[config.mk]
export PLATFORM = sky130hd
export DESIGN_NAME = count_wrap_monitor
export DESIGN_NICKNAME = d
export VERILOG_FILES = /design/src/rtl/count_wrap_pkg.sv /design/src/rtl/wrap_period_timer.sv /design/src/rtl/count_wrap_monitor.sv
export SDC_FILE = /design/constraint.sdc
export NUM_CORES = 1
export LEC_CHECK = 0
export CORE_ASPECT_RATIO = 0.5
export CORE_MARGIN = 3
export CORE_UTILIZATION = 40
export CTS_BUF_LIST = sky130_fd_sc_hd__clkbuf_4 sky130_fd_sc_hd__clkbuf_8 sky130_fd_sc_hd__clkbuf_16
export CTS_CLUSTER_DIAMETER = 120
export DETAILED_ROUTE_END_ITERATION = 7
export HOLD_SLACK_MARGIN = 0.15
export REMOVE_ABC_BUFFERS = 1
export SYNTH_ARGS = -nofsm -noshare
export SYNTH_HDL_FRONTEND = slang
export SYNTH_SLANG_ARGS = --single-unit
[constraint.sdc]
create_clock -name clk -period 7.03 [get_ports clk]
set_clock_uncertainty 0.15 [all_clocks]
set_input_delay 0.703 -clock clk [delete_from_list [all_inputs] [get_ports clk]]
set_output_delay 0.703 -clock clk [all_outputs]
set_load 0.01 [all_outputs]
[src/rtl/count_wrap_pkg.sv]
// -----------------------------------------------------------------------------
// count_wrap_pkg
// Shared types and helpers for count_wrap_monitor.
//   state_t : monitor FSM states (INIT captures a reference, TRACK classifies)
//   step_t  : per-cycle classification of a count transition
//   mod_inc / mod_dec : +1 / -1 modulo n, used to predict legal next counts
// -----------------------------------------------------------------------------
package count_wrap_pkg;

    typedef enum logic {
        INIT  = 1'b0,
        TRACK = 1'b1
    } state_t;

    typedef enum logic [1:0] {
        HOLD    = 2'd0,
        STEP_UP = 2'd1,
        STEP_DN = 2'd2,
        JUMP    = 2'd3
    } step_t;

    // (value + 1) mod n. The monitored count is at most 2^W-1 <= 2n-2, so a
    // single conditional subtraction fully reduces the sum.
    function automatic logic [31:0] mod_inc(input logic [31:0] value,
                                            input logic [31:0] n);
        logic [31:0] sum;
        sum = value + 32'd1;
        return (sum >= n) ? (sum - n) : sum;
    endfunction

    // (value + n - 1) mod n. With value <= 2n-2 the sum stays below 3n, so two
    // conditional subtractions fully reduce it.
    function automatic logic [31:0] mod_dec(input logic [31:0] value,
                                            input logic [31:0] n);
        logic [31:0] sum;
        sum = value + n - 32'd1;
        sum = (sum >= n) ? (sum - n) : sum;
        return (sum >= n) ? (sum - n) : sum;
    endfunction

endpackage

[src/rtl/wrap_period_timer.sv]
// -----------------------------------------------------------------------------
// wrap_period_timer
// Measures the number of clock cycles between consecutive wraps.
// A free-running saturating timer restarts at 1 on every wrap, so at the next
// wrap it holds exactly the cycle distance between the two wraps. The first
// wrap after reset/clr only arms the measurement.
// Ports:
//   clk          in   clock
//   rst          in   asynchronous active-high reset
//   clr          in   synchronous clear: zero period, disarm
//   wrap         in   a wrap is being registered on this edge
//   period       out  [PW] cycles between the last two wraps (registered)
//   period_valid out  one-cycle pulse aligned with the wrap pulse
// -----------------------------------------------------------------------------
module wrap_period_timer #(
    parameter int unsigned PW = 16
) (
    input  logic          clk,
    input  logic          rst,
    input  logic          clr,
    input  logic          wrap,
    output logic [PW-1:0] period,
    output logic          period_valid
);

    localparam logic [PW-1:0] TIMER_MAX = {PW{1'b1}};
    localparam logic [PW-1:0] TIMER_ONE = PW'(32'd1);

    logic [PW-1:0] timer_r;
    logic [PW-1:0] timer_nxt_s;
    logic          armed_r;
    logic          armed_nxt_s;
    logic [PW-1:0] period_nxt_s;
    logic          period_valid_nxt_s;

    // Next-state logic for timer, arming flag and latched period.
    always_comb begin
        timer_nxt_s        = timer_r;
        armed_nxt_s        = armed_r;
        period_nxt_s       = period;
        period_valid_nxt_s = 1'b0;
        if (clr) begin
            timer_nxt_s  = {PW{1'b0}};
            armed_nxt_s  = 1'b0;
            period_nxt_s = {PW{1'b0}};
        end else if (wrap) begin
            timer_nxt_s = TIMER_ONE;
            armed_nxt_s = 1'b1;
            if (armed_r) begin
                period_nxt_s       = timer_r;
                period_valid_nxt_s = 1'b1;
            end else begin
                period_nxt_s = period;
            end
        end else if (timer_r != TIMER_MAX) begin
            timer_nxt_s = timer_r + TIMER_ONE;
        end else begin
            timer_nxt_s = timer_r;
        end
    end

    // State and output registers.
    always_ff @(posedge clk or posedge rst) begin
        if (rst) begin
            timer_r      <= {PW{1'b0}};
            armed_r      <= 1'b0;
            period       <= {PW{1'b0}};
            period_valid <= 1'b0;
        end else begin
            timer_r      <= timer_nxt_s;
            armed_r      <= armed_nxt_s;
            period       <= period_nxt_s;
            period_valid <= period_valid_nxt_s;
        end
    end

endmodule

[src/rtl/count_wrap_monitor.sv]
// -----------------------------------------------------------------------------
// count_wrap_monitor
// Passive observer of a mod-N up/down counter. Every cycle it classifies the
// transition prev_count -> count_in as HOLD, STEP_UP, STEP_DN or JUMP, emits
// one-cycle wrap and direction-change pulses, keeps a saturating wrap tally and
// a sticky illegal-jump flag. All outputs are registered.
// Optional build macro: COUNT_WRAP_PERIOD_EN adds period / period_valid
// (cycles between consecutive wraps).
// Ports:
//   clk          in   clock shared with the counter
//   rst          in   asynchronous active-high reset
//   count_in     in   [W] monitored counter value
//   up_down      in   counter direction (1 = up)
//   clr          in   synchronous clear of statistics, re-arms (INIT)
//   wrap_up      out  pulse: N-1 -> 0 seen
//   wrap_dn      out  pulse: 0 -> N-1 seen
//   dir_change   out  pulse: up_down toggled
//   wrap_cnt     out  [WRAPW] saturating wrap tally
//   wrap_sat     out  sticky: wrap_cnt reached its maximum
//   err_jump     out  sticky: illegal transition seen
//   period       out  [PW] cycles between wraps (COUNT_WRAP_PERIOD_EN only)
//   period_valid out  pulse with a new period (COUNT_WRAP_PERIOD_EN only)
// -----------------------------------------------------------------------------
module count_wrap_monitor
    import count_wrap_pkg::*;
#(
    parameter int unsigned N     = 16,
    parameter int unsigned W     = $clog2(N),
    parameter int unsigned WRAPW = 8
`ifdef COUNT_WRAP_PERIOD_EN
    ,
    parameter int unsigned PW    = 16
`endif
) (
    input  logic             clk,
    input  logic             rst,
    input  logic [W-1:0]     count_in,
    input  logic             up_down,
    input  logic             clr,
    output logic             wrap_up,
    output logic             wrap_dn,
    output logic             dir_change,
    output logic [WRAPW-1:0] wrap_cnt,
    output logic             wrap_sat,
    output logic             err_jump
`ifdef COUNT_WRAP_PERIOD_EN
    ,
    output logic [PW-1:0]    period,
    output logic             period_valid
`endif
);

    localparam logic [W-1:0]     LAST_COUNT = W'(N - 32'd1);
    localparam logic [W-1:0]     ZERO_COUNT = {W{1'b0}};
    localparam logic [WRAPW-1:0] WRAP_MAX   = {WRAPW{1'b1}};
    localparam logic [WRAPW-1:0] WRAP_ONE   = WRAPW'(32'd1);

    state_t           state_r;
    state_t           state_nxt_s;
    logic [W-1:0]     prev_count_r;
    logic [W-1:0]     prev_count_nxt_s;
    logic             prev_dir_r;
    logic             prev_dir_nxt_s;

    // Predictions are kept 32 bits wide so a count at 2^W-1 never aliases
    // back to 0 the way a W-bit increment would.
    logic [31:0]      count_ext_s;
    logic [31:0]      inc_s;
    logic [31:0]      dec_s;
    step_t            step_s;

    logic             wrap_up_nxt_s;
    logic             wrap_dn_nxt_s;
    logic             dir_change_nxt_s;
    logic [WRAPW-1:0] wrap_cnt_nxt_s;
    logic             wrap_sat_nxt_s;
    logic             err_jump_nxt_s;

    assign count_ext_s = 32'(count_in);
    assign inc_s       = mod_inc(32'(prev_count_r), N);
    assign dec_s       = mod_dec(32'(prev_count_r), N);

    // Classify the transition prev_count -> count_in. HOLD is checked first,
    // so a counter parked at any value (even >= N) raises no event.
    always_comb begin
        step_s = JUMP;
        if (count_in == prev_count_r) begin
            step_s = HOLD;
        end else if (count_ext_s == inc_s) begin
            step_s = STEP_UP;
        end else if (count_ext_s == dec_s) begin
            step_s = STEP_DN;
        end else begin
            step_s = JUMP;
        end
    end

    // FSM next state, reference update and next values of all outputs.
    always_comb begin
        state_nxt_s      = state_r;
        prev_count_nxt_s = prev_count_r;
        prev_dir_nxt_s   = prev_dir_r;
        wrap_up_nxt_s    = 1'b0;
        wrap_dn_nxt_s    = 1'b0;
        dir_change_nxt_s = 1'b0;
        wrap_cnt_nxt_s   = wrap_cnt;
        wrap_sat_nxt_s   = wrap_sat;
        err_jump_nxt_s   = err_jump;
        if (clr) begin
            // The sample on the clr edge is discarded; INIT recaptures.
            state_nxt_s      = INIT;
            prev_count_nxt_s = ZERO_COUNT;
            prev_dir_nxt_s   = 1'b0;
            wrap_cnt_nxt_s   = {WRAPW{1'b0}};
            wrap_sat_nxt_s   = 1'b0;
            err_jump_nxt_s   = 1'b0;
        end else begin
            case (state_r)
                INIT: begin
                    state_nxt_s      = TRACK;
                    prev_count_nxt_s = count_in;
                    prev_dir_nxt_s   = up_down;
                end
                TRACK: begin
                    wrap_up_nxt_s    = (step_s == STEP_UP) && (prev_count_r == LAST_COUNT);
                    wrap_dn_nxt_s    = (step_s == STEP_DN) && (prev_count_r == ZERO_COUNT);
                    dir_change_nxt_s = (up_down != prev_dir_r);
                    err_jump_nxt_s   = err_jump || (step_s == JUMP);
                    if ((wrap_up_nxt_s || wrap_dn_nxt_s) && (wrap_cnt != WRAP_MAX)) begin
                        wrap_cnt_nxt_s = wrap_cnt + WRAP_ONE;
                    end else begin
                        wrap_cnt_nxt_s = wrap_cnt;
                    end
                    wrap_sat_nxt_s   = wrap_sat || (wrap_cnt_nxt_s == WRAP_MAX);
                    // Always follow the counter, even after a jump, so
                    // tracking resynchronises on the next cycle.
                    prev_count_nxt_s = count_in;
                    prev_dir_nxt_s   = up_down;
                end
                default: begin
                    state_nxt_s = INIT;
                end
            endcase
        end
    end

    // State, reference and output registers.
    always_ff @(posedge clk or posedge rst) begin
        if (rst) begin
            state_r      <= INIT;
            prev_count_r <= ZERO_COUNT;
            prev_dir_r   <= 1'b0;
            wrap_up      <= 1'b0;
            wrap_dn      <= 1'b0;
            dir_change   <= 1'b0;
            wrap_cnt     <= {WRAPW{1'b0}};
            wrap_sat     <= 1'b0;
            err_jump     <= 1'b0;
        end else begin
            state_r      <= state_nxt_s;
            prev_count_r <= prev_count_nxt_s;
            prev_dir_r   <= prev_dir_nxt_s;
            wrap_up      <= wrap_up_nxt_s;
            wrap_dn      <= wrap_dn_nxt_s;
            dir_change   <= dir_change_nxt_s;
            wrap_cnt     <= wrap_cnt_nxt_s;
            wrap_sat     <= wrap_sat_nxt_s;
            err_jump     <= err_jump_nxt_s;
        end
    end

`ifdef COUNT_WRAP_PERIOD_EN
    logic wrap_evt_s;

    assign wrap_evt_s = wrap_up_nxt_s || wrap_dn_nxt_s;

    wrap_period_timer #(
        .PW (PW)
    ) u_period_timer (
        .clk          (clk),
        .rst          (rst),
        .clr          (clr),
        .wrap         (wrap_evt_s),
        .period       (period),
        .period_valid (period_valid)
    );
`endif

endmodule

# Word level (Yosys, flattened, before mapping)
# Index checks and enable logic that the tools add are counted.
word_totals:
  regBits: 19
  elab_cells: 61
  in_bits: 8
classes:
  n_lt_le_gt_ge: 3
  eq_ne: 10
  mux: 24
  n_reduce_logical: 8
  n_addsub: 7
op_table:
  columns: ["operator", "n"]
  rows:
  - ["$mux W32", 3]
  - ["$eq A4 B32 Y1", 2]
  - ["$ge A32 B5 Y1 const B", 2]
  - ["$mux W8", 5]
  - ["$sub A32 B5 Y32 const B", 1]
  - ["$mux W1", 13]
  - ["$add A8 B1 Y8 const B", 1]
  - ["$eq A8 B8 Y1 const B", 1]
  - ["$ne A8 B8 Y1 const B", 1]
  - ["$sub A7 B6 Y8 const B", 1]
  - ["$sub A6 B1 Y7 const B", 1]
  - ["$add A4 B5 Y6 const B", 1]
  - ["$sub A5 B5 Y6 const B", 1]
  - ["$add A4 B1 Y5 const B", 1]
  - ["$ge A5 B5 Y1 const B", 1]
  - ["$eq A2 B2 Y1 const B", 2]
  - ["$eq A4 B4 Y1", 1]
  - ["$eq A4 B4 Y1 const B", 1]
  - ["$logic_not A4 Y1", 1]
  - ["$mux W2", 2]
  - ["$mux W4", 1]
  - ["$logic_and A1 B1 Y1", 3]
  - ["$logic_or A1 B1 Y1", 3]
  - ["$eq A2 B1 Y1 const B", 1]
  - ["other kinds (2)", 2]

# Logic depth before layout (Yosys ltp)
# Gate-level depths: netlist of run 1.
depth:
  ltp_word: 21
  mapped_depth: 9
  depth_no_buf: 8

# Worst setup path after synthesis of run 1
# Ideal clock, no wire load.
synth_path:
  kind: "input to register"
  startpoint: "in count_in[3]"
  endpoint: "reg wrap_sat"
  arrival_time_ns: 2.024
  setup_time_ns: 0.126
  path_slack_ns: 4.730
  cell_stages: 6
  cell_sequence: "xor2_2 -> xor2_1 -> and4bb_1 -> or2_2 -> and4b_1 -> o32a_1"
synth_via:
  elab_chain_len: 15
  word_cells_on_any_way: 19
  classes_between: "6 x eq/ne; 8 x mux; 5 x reduce/logical"
synth_rtl:
  columns: ["item", "line_no", "text"]
  rows:
  - ["start, declared", "count_wrap_monitor.sv:37", "input logic [W-1:0] count_in,"]
  - ["$eq A4 B32 Y1", "count_wrap_monitor.sv:91", "end else if (count_ext_s == dec_s) begin"]
  - ["$mux W1", "count_wrap_monitor.sv:91", null]
  - ["$mux W2", "count_wrap_monitor.sv:89", "end else if (count_ext_s == inc_s) begin"]
  - ["$mux W2 *", "count_wrap_monitor.sv:87", "if (count_in == prev_count_r) begin"]
  - ["$eq A2 B1 Y1 or $eq A2 B2 Y1 (tied branches)", "count_wrap_monitor.sv:125, count_wrap_monitor.sv:126", null]
  - ["$logic_and A1 B1 Y1 (on tied branches)", "count_wrap_monitor.sv:125, count_wrap_monitor.sv:126", null]
  - ["$logic_or A1 B1 Y1 *", "count_wrap_monitor.sv:129", "if ((wrap_up_nxt_s || wrap_dn_nxt_s) && (wrap_cnt != WRAP_MAX)) begin"]
  - ["$logic_and A1 B1 Y1 *", "count_wrap_monitor.sv:129", null]
  - ["$mux W8 *", "count_wrap_monitor.sv:129", null]
  - ["$mux W8 *", "count_wrap_monitor.sv:118", "case (state_r)"]
  - ["$mux W8 *", "count_wrap_monitor.sv:109", "if (clr) begin"]
  - ["$eq A8 B8 Y1 *", "count_wrap_monitor.sv:134", "wrap_sat_nxt_s = wrap_sat || (wrap_cnt_nxt_s == WRAP_MAX);"]
  - ["$logic_or A1 B1 Y1 *", "count_wrap_monitor.sv:134", null]
  - ["$mux W1 *", "count_wrap_monitor.sv:118", null]
  - ["$mux W1 *", "count_wrap_monitor.sv:109", null]
  - ["end signal, assigned", "count_wrap_monitor.sv:167", "wrap_sat <= wrap_sat_nxt_s;"]
  - ["end, declared", "count_wrap_monitor.sv:44", "output logic wrap_sat,"]
# Every way passes the cells marked *; elsewhere a longest branch is shown, timed or not. The select of a mux whose other input is x is not followed.
# A chain may end at the register's enable or synchronous reset.

# Worst setup path in the final report of run 1
layout_path:
  startpoint: "in count_in[3]"
  endpoint: "reg wrap_cnt[7]"
layout_via:
  elab_chain_len: 13
  word_cells_on_any_way: 17
  classes_between: "5 x eq/ne; 8 x mux; 4 x reduce/logical"
layout_rtl:
  columns: ["item", "line_no", "text"]
  rows:
  - ["$eq A4 B32 Y1", "count_wrap_monitor.sv:91", null]
  - ["$mux W1", "count_wrap_monitor.sv:91", null]
  - ["$mux W2", "count_wrap_monitor.sv:89", null]
  - ["$mux W2 *", "count_wrap_monitor.sv:87", null]
  - ["$eq A2 B1 Y1 or $eq A2 B2 Y1 (tied branches)", "count_wrap_monitor.sv:125, count_wrap_monitor.sv:126", null]
  - ["$logic_and A1 B1 Y1 (on tied branches)", "count_wrap_monitor.sv:125, count_wrap_monitor.sv:126", null]
  - ["$logic_or A1 B1 Y1 *", "count_wrap_monitor.sv:129", null]
  - ["$logic_and A1 B1 Y1 *", "count_wrap_monitor.sv:129", null]
  - ["$mux W8 *", "count_wrap_monitor.sv:129", null]
  - ["$mux W8 *", "count_wrap_monitor.sv:118", null]
  - ["$mux W8 *", "count_wrap_monitor.sv:109", null]
  - ["$mux W8 *", "count_wrap_monitor.sv:118", null]
  - ["$mux W8 *", "count_wrap_monitor.sv:109", null]
  - ["end signal, assigned", "count_wrap_monitor.sv:156", "wrap_cnt <= {WRAPW{1'b0}};"]
  - ["end signal, assigned", "count_wrap_monitor.sv:166", "wrap_cnt <= wrap_cnt_nxt_s;"]
  - ["end, declared", "count_wrap_monitor.sv:43", "output logic [WRAPW-1:0] wrap_cnt,"]
# Marks and branches as above.

==> flow_summary.yaml, run 1 <==
floorplanning:
  design.portCount: 21
  die_x_um: 80.03
  die_area_mm2: 0.003442
  initial_utilization: 0.4562
  fp.coreArea_mm2: 0.002402
  floorplan.rows: 12
  die_h_um: 43.02
cts:
  cts_setup_buffers: 0
  cts.hold.buffers_added: 0
  clk_transition_reported_paths_ps: 80
  cts_resized: 0
  clock_latency_ps: 260
  cts.root.buffer_cell: "sky130_fd_sc_hd__clkbuf_8"
  clock_tree.htree_level_count: 1
  max-clock-path-buffers: 2
  numCtsBuffers: 3
  clock_sinks: 19
  cts_tree: "done"
finish:
  finish.cell_count_without_fillers: 167
  layout.nets: 145
  syn2layout_area_growth_pct: 25.68
  diodes: 0
  layout.cell_area.non_filler_mm2: 0.001378
  layout.core_utilization: 0.5734
  drive_gt1_frac: 0.08333
pwr:
  irDropWorstVdd_mv: 0.1035
  swShare: 0.2595
  p_leak_nw: 0.5468
  switchingPower_mw: 0.05834
  combPwrFrac: 0.134
  cell_internal_pwr_mw: 0.1665
  power.share.sequential: 0.510
  power_density_mw_per_mm2: 163.2
  clockPowerShare: 0.356
grt:
  maximum_number_of_pins_on_one_net_before_global_route_repair: 20
  grt.overflow.total: 0
  grt_first_pass_wirelength_um: 3594
  grt_usage: 0.1353
  vias_in_the_first_global_route: 791
  grt_antenna_before_repair: 0
place:
  dp_worst_setup_slack_ps: 3950
  post-place-cells: 163
  postPlaceCellArea_mm2: 0.001329
  routabilityCongestion: 0.7538
  detailedPlacementHpwl_um: 1580
  port_buffers: 20
timing:
  worst_slew_pin_tran_ps: 744.4
  final-setup-viol-count: 0
  finalMaxSlewViolations: 0
  timing.setup.tns_ps: 0
  max_freq_ghz: 0.3551
  timing_hold_violations_final: 0
  finalWorstPathRequiredPeriod_ps: 2816
  relSlewSlack: 0.5032
  fin_ws_ps: 4214
  grt_setup_unrepaired: "false"
  min_period_over_period: 0.4006
worst_setup_path:
  setup.reg_to_reg.worst_slack_ps: 4480
  cpPeakStageDelay_ps: 530
  critical_setup_path_kind: "in -> reg"
  origin_of_the_worst_setup_path: "count_in[3]"
  critical_path_peak_fanout: 13
  critical_path.cell_chain: "clkdlybuf4s50_1 > xor2_2 > xor2_1 > and4bb_1 > o221ai_2 > or4_1 > a21oi_1"
  setup.worst_path.start_class: "input pin"
  data_required_time_at_the_worst_endpoint_ps: 7050
  worst_r2r_path_depth: 7
  crit_path_end_kind: "register"
  worst_path_max_delay_cell: "sky130_fd_sc_hd__or4_1"
  worst_r2r_endpoint: "wrap_cnt[2]$_DFFE_PP0P_"
  worstReg2RegStart: "prev_count_r[1]$_DFF_PP0_"
  worstPathArrival_ps: 2840
hold_path:
  min-delay-path-class: "reg -> reg"
  min_from: "err_jump$_DFFE_PP0P_"
  timing.hold.worst_path_depth: 1
  hold-path-endpoint: "err_jump$_DFFE_PP0P_"
synth:
  synth_enable_flop_cells: 0
  syn-instance-count: 110
  async_set_or_reset_register_ratio_after_synthesis: 1.000
  synth.distinct_cells: 33
  synth_sequential_area_ratio: 0.4338
  ys.flop_type: "sky130_fd_sc_hd__dfrtp_1"
  synth_top_cell_area_share: 0.4338
  yosys_register_bits: 19
  syn_area_per_cell_um2: 9.964
  post_synth_main_area_contributors: "sky130_fd_sc_hd__dfrtp_1 43%, sky130_fd_sc_hd__xnor2_1 6.4%, sky130_fd_sc_hd__ha_1 4.6%"
  synth_area_mm2: 0.001096
  synth_top_area_cell: "sky130_fd_sc_hd__dfrtp_1"
  yosysWarningCount: 0
detailed_routing:
  post-route-drc-count: 0
  routed_wirelength_um: 2230
  routed-via-count: 850
  routed_wire_length_per_instance_um: 13.35
  average_via_count_per_standard_cell: 5.090
  dr.pass1.iters: 4
  post_route_ant_nets: 0
  starting_drt_drc_count: 43
run:
  maxcap_viol_count: 0
run_status:
  status: "complete, no violations"
-- routing by layer --
layer / GRT usage / up-vias / wire, um
li1: - / 436 / -
met1: 0.1863 / 399 / 1230
met2: 0.2007 / 15 / 911
met3: 0.05720 / 0 / 88
met4: 0.02020 / 0 / 0
met5: 0 / - / 0
-- through the flow --
stage | power (mW) | hold slack (ps)
final | 0.2249 | 349.4
after global routing | 0.2345 | 380.0
after CTS | 0.2282 | 355.9
after detailed placement | 0.1474 | 333.5
after global placement | 0.1469 | 326.6
after floorplan | 0.1351 | 329.4
-- critical path, delay by kind of cell --
kind	cells	cell delay [ps]
simple gates	2	790
compound gates	2	400
buf+inv	1	520
xor+xnor	2	420
-- kinds of logic (layout without fill, tap and decap cells) --
| group | Yosys count | after routing | share of synthesized area |
|---|---|---|---|
| buffers and inverters | 7 | 29 | 0.02740 |
| multiplexers | 2 | 2 | 0.01941 |
| flip-flops | 19 | 19 | 0.4338 |
| adder cells (fa/ha/maj) | 4 | 4 | 0.04566 |
| AO/OA/AOI/OAI | 20 | 20 | 0.1290 |
| XOR/XNOR | 13 | 13 | 0.1107 |
| AND/OR/NAND/NOR | 45 | 45 | 0.2340 |
-- cells in the mapped netlist (all sizes together), types with 2 or more instances --
library cell / n
dfrtp: 19
nor2: 8
o21ai: 3
ha: 4
inv: 5
or3: 3
o22ai: 2
xnor2: 8
nand2: 5
xor2: 5
nor2b: 7
o31ai: 3
nand3: 6
a21oi: 7
or4: 2
nor3: 4
or2: 2
nand2b: 2
and4b: 2
-- power by group through the flow --
stage	Combinational [mW]	Clock (mW)	Sequential, mW
2_1_floorplan	0.0182	0	0.117
3_3_place_gp	0.0302	0	0.117
3_5_place_dp	0.0306	0	0.117
4_1_cts	0.0307	0.0829	0.115
5_1_grt	0.0333	0.0861	0.115
6_report	0.0302	0.0800	0.115
-- sequential cells by signal, summed over array words and instances, names as in the netlist --
name and count:
err_jump 1, wrap_dn 1, wrap_up 1, state_r 1, wrap_cnt 8, prev_dir_r 1
prev_count_r 4, wrap_sat 1, dir_change 1
-- area by class of cell --
cell class | instances | area [um^2]
inverters | 5 | 18.77
clock inverters | 1 | 7.507
well taps | 35 | 43.79
flip-flops and latches | 19 | 475.5
fillers | 213 | 1025
multi-input cells | 84 | 590.6
clock buffers | 3 | 41.29
repair buffers | 20 | 200.2
-- how the worst max path moves through the flow --
stage,end,slack [ps],cells after the start
floorplan,wrap_cnt[7]$_DFFE_PP0P_,4680,6
global placement,wrap_cnt[7]$_DFFE_PP0P_,3990,7
CTS,wrap_cnt[7]$_DFFE_PP0P_,4210,7
finish,wrap_cnt[7]$_DFFE_PP0P_,4210,7
global route,wrap_cnt[7]$_DFFE_PP0P_,4090,7
detailed placement,wrap_cnt[7]$_DFFE_PP0P_,3950,7
-- layout by cell type (no fill, tap or decap), types with 2 or more instances in the layout --
cell type and n:
sky130_fd_sc_hd__dfrtp_1 19, sky130_fd_sc_hd__nor2_1 8, sky130_fd_sc_hd__nor3_1 4, sky130_fd_sc_hd__or4_1 2, sky130_fd_sc_hd__nand3_1 6, sky130_fd_sc_hd__nand2b_1 2, sky130_fd_sc_hd__clkbuf_8 3, sky130_fd_sc_hd__or2_2 2
sky130_fd_sc_hd__ha_1 4, sky130_fd_sc_hd__xor2_1 4, sky130_fd_sc_hd__inv_1 5, sky130_fd_sc_hd__clkdlybuf4s50_1 20, sky130_fd_sc_hd__o21ai_0 3, sky130_fd_sc_hd__nor2b_1 7, sky130_fd_sc_hd__or3_1 3, sky130_fd_sc_hd__and4b_1 2
sky130_fd_sc_hd__xnor2_1 8, sky130_fd_sc_hd__nand2_1 5, sky130_fd_sc_hd__a21oi_1 7, sky130_fd_sc_hd__o31ai_1 3, sky130_fd_sc_hd__o22ai_1 2
Power figures use the tool's default switching activity.
==> inputs of run 2 (changes only) <==
--- a/config.mk
+++ b/config.mk
@@ -12,6 +12,7 @@
 export CTS_CLUSTER_DIAMETER = 120
 export DETAILED_ROUTE_END_ITERATION = 7
 export HOLD_SLACK_MARGIN = 0.15
+export PLACE_DENSITY = 0.67
 export REMOVE_ABC_BUFFERS = 1
 export SYNTH_ARGS = -nofsm -noshare
 export SYNTH_HDL_FRONTEND = slang
==> constraint.sdc (replaced) <==
create_clock -name clk -period 2.5 [get_ports clk]
set_clock_uncertainty 0.15 [all_clocks]
set_input_delay 0.25 -clock clk [delete_from_list [all_inputs] [get_ports clk]]
set_output_delay 0.25 -clock clk [all_outputs]
set_load 0.01 [all_outputs]
==> flow_summary.yaml, run 2 (synthesis results as in run 1) <==
worst_setup_path:
  worstPathArrival_ps: 2350
  origin_of_the_worst_setup_path: "prev_count_r[1]$_DFF_PP0_"
  critical_path_peak_fanout: 5
  setup.worst_path.start_class: "register"
  worst_r2r_endpoint: "wrap_sat$_DFFE_PP0P_"
  crit_end: "wrap_sat$_DFFE_PP0P_"
  setup.reg_to_reg.worst_slack_ps: 150
  data_required_time_at_the_worst_endpoint_ps: 2500
  worstReg2RegStart: "prev_count_r[1]$_DFF_PP0_"
  worst_r2r_path_depth: 7
  crit_path_end_kind: "register"
  critical_setup_path_kind: "reg -> reg"
detailed_routing:
  average_via_count_per_standard_cell: 5.138
  post-route-drc-count: 0
  routed-via-count: 894
  post_route_ant_nets: 0
  starting_drt_drc_count: 65
  routed_wire_length_per_instance_um: 13.16
  routed_wirelength_um: 2289
  dr.pass1.iters: 4
finish:
  layout.core_utilization: 0.6031
  fillCellCount: 217
  largest_register: "wrap_cnt"
  diodes: 0
  layout.cell_area.non_filler_mm2: 0.001449
  final_common_cell: "sky130_fd_sc_hd__clkdlybuf4s50_1"
  combined_area_of_the_multi_input_logic_cells_um2: 610.6
  register_area_um2: 476.7
  drive_gt1_frac: 0.1583
  layout.nets: 152
  syn2layout_area_growth_pct: 32.19
  largest_register_ffs: 8
  final_cell_mix: "20 x sky130_fd_sc_hd__clkdlybuf4s50_1, 18 x sky130_fd_sc_hd__dfrtp_1, 8 x sky130_fd_sc_hd__xnor2_1, 8 x sky130_fd_sc_hd__nor2_1"
  top_regs: "wrap_cnt: 8 flops, prev_count_r: 4 flops"
hold_path:
  min-delay-path-class: "in -> async"
grt:
  grt.overflow.total: 0
  vias_in_the_first_global_route: 850
  grt_first_pass_wirelength_um: 3967
  grt_antenna_before_repair: 0
  maximum_number_of_pins_on_one_net_before_global_route_repair: 20
  grt_usage: 0.1482
floorplanning:
  die_x_um: 80.03
  die_area_mm2: 0.003442
  initial_utilization: 0.4562
  floorplan.rows: 12
  design.portCount: 21
  fp.coreArea_mm2: 0.002402
  die_h_um: 43.02
timing:
  hold-worst-slack_ps: 259.3
  max_freq_ghz: 0.4247
  final-setup-viol-count: 0
  finalMaxSlewViolations: 0
  timing_hold_violations_final: 0
  min_period_over_period: 0.9419
  timing.setup.tns_ps: 0
  finalWorstPathRequiredPeriod_ps: 2355
  worst_slew_pin_tran_ps: 742.2
  relSlewSlack: 0.5047
  fin_ws_ps: 145.3
cts:
  cts_tree: "done"
  clock_sinks: 19
  clk_transition_reported_paths_ps: 70
  cts.root.buffer_cell: "sky130_fd_sc_hd__clkbuf_8"
  clock_tree.htree_level_count: 1
  clock_latency_ps: 260
  max-clock-path-buffers: 2
  numCtsBuffers: 3
place:
  routabilityCongestion: 0.7971
  postPlaceCellArea_mm2: 0.001374
  port_buffers: 20
  detailedPlacementHpwl_um: 1686
  dp_worst_setup_slack_ps: 24.71
pwr:
  p_leak_nw: 0.5802
  power_density_mw_per_mm2: 439.5
  irDropWorstVdd_mv: 0.2766
run_status:
  status: "complete, no violations"
run:
  maxcap_viol_count: 0
==> run 2: cell count changes in the layout (fill, tap and decap cells not counted), sizes merged <==
cell,delta
buf,+7
clkinv,+1
clkinvlp,-1
==> run 2: worst min path at each step <==
stage / from / to / slack (ps) / cells after the start
floorplan: rst / dir_change$_DFF_PP0_ / 50 / 1
global placement: err_jump$_DFFE_PP0P_ / err_jump$_DFFE_PP0P_ / 330 / 1
detailed placement: err_jump$_DFFE_PP0P_ / err_jump$_DFFE_PP0P_ / 340 / 1
CTS: rst / prev_count_r[0]$_DFF_PP0_ / 290 / 2
global route: rst / prev_count_r[3]$_DFF_PP0_ / 310 / 2
finish: rst / prev_count_r[0]$_DFF_PP0_ / 260 / 2
==> run 2: power by group <==
part,internal [mW],switching [mW]
Combinational,0.0470,0.0474
Sequential,0.315,0.00672
Clock,0.111,0.110
Total,0.473,0.164
==> run 2: per-stage QoR <==
stage,cells,power [mW]
after floorplan,108,0.3798
after global placement,169,0.4166
after detailed placement,169,0.4187
after CTS,173,0.6410
after global routing,174,0.6700
final,174,0.6368
==> run 2: what timing repair did <==
item | CTS | global route
endpoints found under the hold margin | 0 | 0
resized for setup | 0 | 5
endpoints found under the setup margin | 0 | 9
buffers inserted | 0 | 1
hold buffers | 0 | 0
==> run 2: layout make-up <==
| class | instances | share of cell area |
|---|---|---|
| Inverter | 5 | 0.01295 |
| Multi-Input combinational cell | 84 | 0.4214 |
| Tap cell | 35 | 0.03022 |
| Sequential cell | 19 | 0.3290 |
| Clock buffer | 3 | 0.02850 |
| Timing Repair Buffer | 27 | 0.1744 |
| Clock inverter | 1 | 0.003454 |
==> run 2: routing by layer <==
layer / vias up / share of wire / global-route usage
met5: - / 0 / 0
met4: 0 / 0.011 / 0.04040
met3: 4 / 0.045 / 0.04449
met2: 21 / 0.44 / 0.2368
met1: 420 / 0.50 / 0.1948
li1: 449 / - / -
==> run 2: critical path: stages, from the launching register on <==
cell                       delay [ps]
sky130_fd_sc_hd__dfrtp_2          400
sky130_fd_sc_hd__inv_1             70
sky130_fd_sc_hd__ha_1             310
sky130_fd_sc_hd__xor2_2           200
sky130_fd_sc_hd__and4bb_2         290
sky130_fd_sc_hd__or2_2            340
sky130_fd_sc_hd__and4b_1          200
sky130_fd_sc_hd__o32a_1           280
